`config.mk`:
```
export PLATFORM = sky130hd
export DESIGN_NAME = regfile_port_seq
export DESIGN_NICKNAME = d
export VERILOG_FILES = /design/src/rtl/nucore_rf_pkg.sv /design/src/rtl/regfile_port_seq.sv
export SDC_FILE = /design/constraint.sdc
export NUM_CORES = 1
export LEC_CHECK = 0
export CAP_MARGIN = 20
export CORE_ASPECT_RATIO = 2
export CORE_UTILIZATION = 40
export CTS_CLUSTER_SIZE = 28
export DETAILED_ROUTE_END_ITERATION = 8
export PLACE_DENSITY_LB_ADDON = 0.1
export SETUP_SLACK_MARGIN = 0.02
export SYNTH_ARGS = -nofsm -noshare
export SYNTH_HDL_FRONTEND = slang
export SYNTH_SLANG_ARGS = --single-unit
export TNS_END_PERCENT = 5
```
`constraint.sdc`:
```
create_clock -name Clk -period 3.56 [get_ports Clk]
set_input_delay 0.534 -clock Clk [delete_from_list [all_inputs] [get_ports Clk]]
set_output_delay 0.534 -clock Clk [all_outputs]
set_load 0.03 [all_outputs]
```
`src/rtl/nucore_rf_pkg.sv`:
```
// nucore_rf_pkg: shared register-file constants and the port sequencer state encoding
package nucore_rf_pkg;
  localparam int N_DEF = 32;
  localparam int WIDTHBIT_DEF = 4;
  typedef enum logic [1:0] {IDLE = 2'd0, READB = 2'd1, HOLD = 2'd2} rf_state_e;
endpackage

```
`src/rtl/regfile_port_seq.sv`:
```
// regfile_port_seq: serialises operand reads and writeback writes onto one register-file port
module regfile_port_seq
  import nucore_rf_pkg::*;
#(
  parameter int N = N_DEF,
  parameter int WIDTHBIT = WIDTHBIT_DEF
) (
  input  logic                Clk,
  input  logic                Rst,
  input  logic                RdValid,
  output logic                RdReady,
  input  logic [WIDTHBIT-1:0] RsA,
  input  logic [WIDTHBIT-1:0] RsB,
  output logic                OpValid,
  input  logic                OpReady,
  output logic [N-1:0]        OpA,
  output logic [N-1:0]        OpB,
  input  logic                WbValid,
  output logic                WbReady,
  input  logic [WIDTHBIT-1:0] WbRd,
  input  logic [N-1:0]        WbData,
  output logic [WIDTHBIT-1:0] RfRegNo,
  output logic                RfRegWrite,
  output logic [N-1:0]        RfDin,
  input  logic [N-1:0]        RfQout
);
  rf_state_e state_q, state_d;
  logic [WIDTHBIT-1:0] rsb_q;
  logic port_free, wr_ok, rd_ok;
  always_comb begin
    port_free = state_q == IDLE || (state_q == HOLD && OpReady);
    // writes win the port; nothing is granted while the file itself is in reset
    wr_ok = Rst && WbValid && state_q != READB;
    rd_ok = Rst && RdValid && !WbValid && port_free;
    WbReady = wr_ok;
    RdReady = rd_ok;
    RfRegWrite = wr_ok;
    RfDin = wr_ok ? WbData : '0;
    RfRegNo = wr_ok ? WbRd : rd_ok ? RsA : state_q == READB ? rsb_q : '0;
    OpValid = state_q == HOLD;
    state_d = state_q == READB ? HOLD
            : rd_ok ? READB
            : (state_q == HOLD && OpReady) ? IDLE
            : state_q;
  end
  always_ff @(posedge Clk) begin
    if (!Rst) begin
      state_q <= IDLE;
      OpA <= '0;
      OpB <= '0;
      rsb_q <= '0;
    end else begin
      state_q <= state_d;
      if (rd_ok) begin
        OpA <= RfQout;
        rsb_q <= RsB;
      end
      if (state_q == READB) OpB <= RfQout;
    end
  end
endmodule

```
==> impl_metrics.json <==
{
  "slew_violations": 0,
  "power.leakage_nw": 1.90,
  "routabilityCongestion": 0.727,
  "fmax_mhz": 380,
  "vias": 3196,
  "regArea_sq_mm": 0.00140,
  "setup_slack_ns": 0.932,
  "h-tree-depth": 3,
  "worst_pin_slew_ns": 0.916,
  "firstDrtPassIters": 4,
  "grt_pass1_wl_um": 14800,
  "drv_cap": 0,
  "yosysMostFrequentCell": "nand2_1",
  "finalCritPeriodShare_pct": 73.8,
  "path_clk_slew_ns": 0.05,
  "worst_r2r_path_depth": 4,
  "routedWlPerCell_um": 15.8,
  "power_frac_comb_pct": 17.8,
  "core_area_sq_mm": 0.00699,
  "syn_avg_cell_area_sq_um": 8.12,
  "regToRegSetupSlack_ns": 1.67,
  "chipHeight_um": 123,
  "yosysTopAreaCell": "dfxtp_1",
  "cts_setup_buffers": 0,
  "grt_usage_pct": 25.1,
  "end_kind": "primary output",
  "synth_top_area_share_pct": 47.7,
  "row_count": 43,
  "critPathRequiredTime_ns": 3.03,
  "num_io_pins": 185,
  "drc": 0,
  "synthCells": 362,
  "synth_ff_type": "dfxtp_1",
  "grt_pass1_vias": 2975,
  "cts.sinks": 70,
  "synth_area_leaders": "dfxtp_1, nand2_1, a21boi_0",
  "critPathLaunchType": "input port",
  "synth_area_sq_mm": 0.00294,
  "p_int_mw": 1.79,
  "final_hold_viol_count": 0,
  "setup_tns_ns": 0,
  "p_seq_share_pct": 35.6,
  "die-width_um": 62.6,
  "port_buffers": 184,
  "setup_viol": 0,
  "synth_top_cells_by_count": "nand2_1, dfxtp_1, and2_1, nand4_1, o21ai_0",
  "path_class": "in2out",
  "grt-ovfl-total": 0,
  "rsz0062_at_grt": "no",
  "syn-num-nets": 443,
  "swShare_pct": 24.3,
  "cts_tree": "built",
  "hold_path.class": "reg2reg",
  "ys_warn_count": 0,
  "worstSkewPairLatency_ns": 0.33,
  "wirelength_um": 9800,
  "power_frac_clock_pct": 46.6,
  "drive_above_1_share_pct": 12.2,
  "antenna_found_initial": 0,
  "power.density_mw_per_mm2": 469,
  "synth-edff-count": 0,
  "cts_resized": 0,
  "synthArstFlopShare_pct": 0,
  "synth_cell_types": 18,
  "skew_ns": 0.00355,
  "hpwlAfterDp_um": 6620,
  "cts_buffer_depth": 2,
  "hold_depth": 2,
  "place_area_sq_mm": 0.00467,
  "vias_per_cell": 5.15,
  "ant_nets": 0,
  "grt_max_degree": 72,
  "drt_iter0_markers": 122,
  "seq_area_frac_synth_pct": 47.7,
  "outcome": "complete, no violations",
  "dp_slack_ns": 0.940,
  "min-delay-start": "OpA[27]",
  "dieArea_sq_mm": 0.00772,
  "ctsHoldBuffers": 0,
  "timing.rr.end": "OpB[7]",
  "syn2layout_area_growth_pct": 71.4,
  "switchingPower_uw": 574,
  "fin_nets": 607,
  "start_util_pct": 42.0,
  "min_period_ns": 2.63,
  "r2r-start": "state_q[0]",
  "path_max_fanout": 42,
  "fillers": 560,
  "ys_ff_latch": 70,
  "fin_area_sq_mm": 0.00504,
  "root_buffer": "clkbuf_16",
  "multiInputGateArea_sq_mm": 0.00136,
  "relSlewSlack_pct": 38.6,
  "arrival_ns": 2.09,
  "irDropWorstVdd_v": 0.000383,
  "n_antenna_cell": 0,
  "hold_path_end": "OpA[27]",
  "cts-buffers-inserted": 9,
  "final_cells": 621,
  "placedCellCount": 605
}
[area by class of cell]
cell class,instances,share of cell area [%]
Multi-Input combinational cell,253,26.9
Sequential cell,70,27.8
Tap cell,90,2.23
Timing Repair Buffer,191,35.6
Inverter,1,0.0745
Clock buffer,10,4.74
Clock inverter,6,2.63
[per-stage QoR]
| step | utilization (%) | hold slack [ns] | power, mW |
|---|---|---|---|
| finish | 72.0 | 0.456 | 2.36 |
| global route | 72.0 | 0.484 | 2.44 |
| CTS | 72.0 | 0.460 | 2.38 |
| detailed placement | 66.7 | 0.452 | 1.28 |
| global placement | 66.7 | 0.441 | 1.27 |
| floorplan | - | 0.431 | 1.06 |
[worst max-delay path: stages]
cell	delay, ns
clkdlybuf4s50_1	0.46
and3b_1	0.20
and3_4	0.31
a221o_1	0.39
buf_4	0.17
[logic make-up (layout without fill, tap and decap cells)]
logic type / after synthesis / count (layout) / synth area share [%]
flip-flops: 70 / 70 / 47.7
buffers and inverters: 39 / 208 / 6.26
AND/OR/NAND/NOR: 179 / 179 / 29.8
AO/OA/AOI/OAI: 74 / 74 / 16.3
[power by group through the flow]
stage               logic, mW  registers (mW)  clock network [mW]
CTS                     0.422           0.842                1.11
global placement        0.416           0.857                   0
finish                  0.421           0.842                1.10
detailed placement      0.420           0.859                   0
global route            0.446           0.846                1.15
floorplan               0.142           0.923                   0
[registers in the layout, summed over array words and instances, names as in the netlist]
| register | cells |
|---|---|
| rsb_q | 4 |
| state_q | 2 |
| OpB | 32 |
| OpA | 32 |
[worst max-delay path by stage]
stage	from	end	slack, ns
3_3_place_gp	WbValid	RfRegNo[3]	0.95
5_1_grt	Rst	RfRegNo[2]	0.82
2_1_floorplan	Rst	RfRegNo[1]	1.23
3_5_place_dp	WbValid	RfRegNo[1]	0.94
6_report	WbValid	RfRegNo[2]	0.93
4_1_cts	WbValid	RfRegNo[1]	0.94
[layer usage]
metal | track usage [%] | vias up | part of all wire (%)
met5 | 0 | - | 0
met4 | 11.8 | 0 | 2.6
met3 | 7.84 | 21 | 8.3
met2 | 45.9 | 171 | 54
met1 | 25.6 | 1459 | 35
li1 | - | 1545 | -
[cells in the final DEF, fill, tap and decap left out, drive strengths merged]
cell type / Yosys / routed
clkdlybuf4s50: 0 / 144
nand2: 100 / 100
dfxtp: 70 / 70
buf: 8 / 47
and2: 36 / 36
nand4: 36 / 36
o21ai: 36 / 36
a21boi: 33 / 33
clkbuf: 30 / 10
a221o: 4 / 4
bufinv: 0 / 4
nand2b: 2 / 2
and3: 2 / 2
nor2b: 2 / 2
inv: 1 / 1
and3b: 1 / 1
o211a: 1 / 1
clkinv: 0 / 1
clkinvlp: 0 / 1
(Power assumes the default switching activity.)
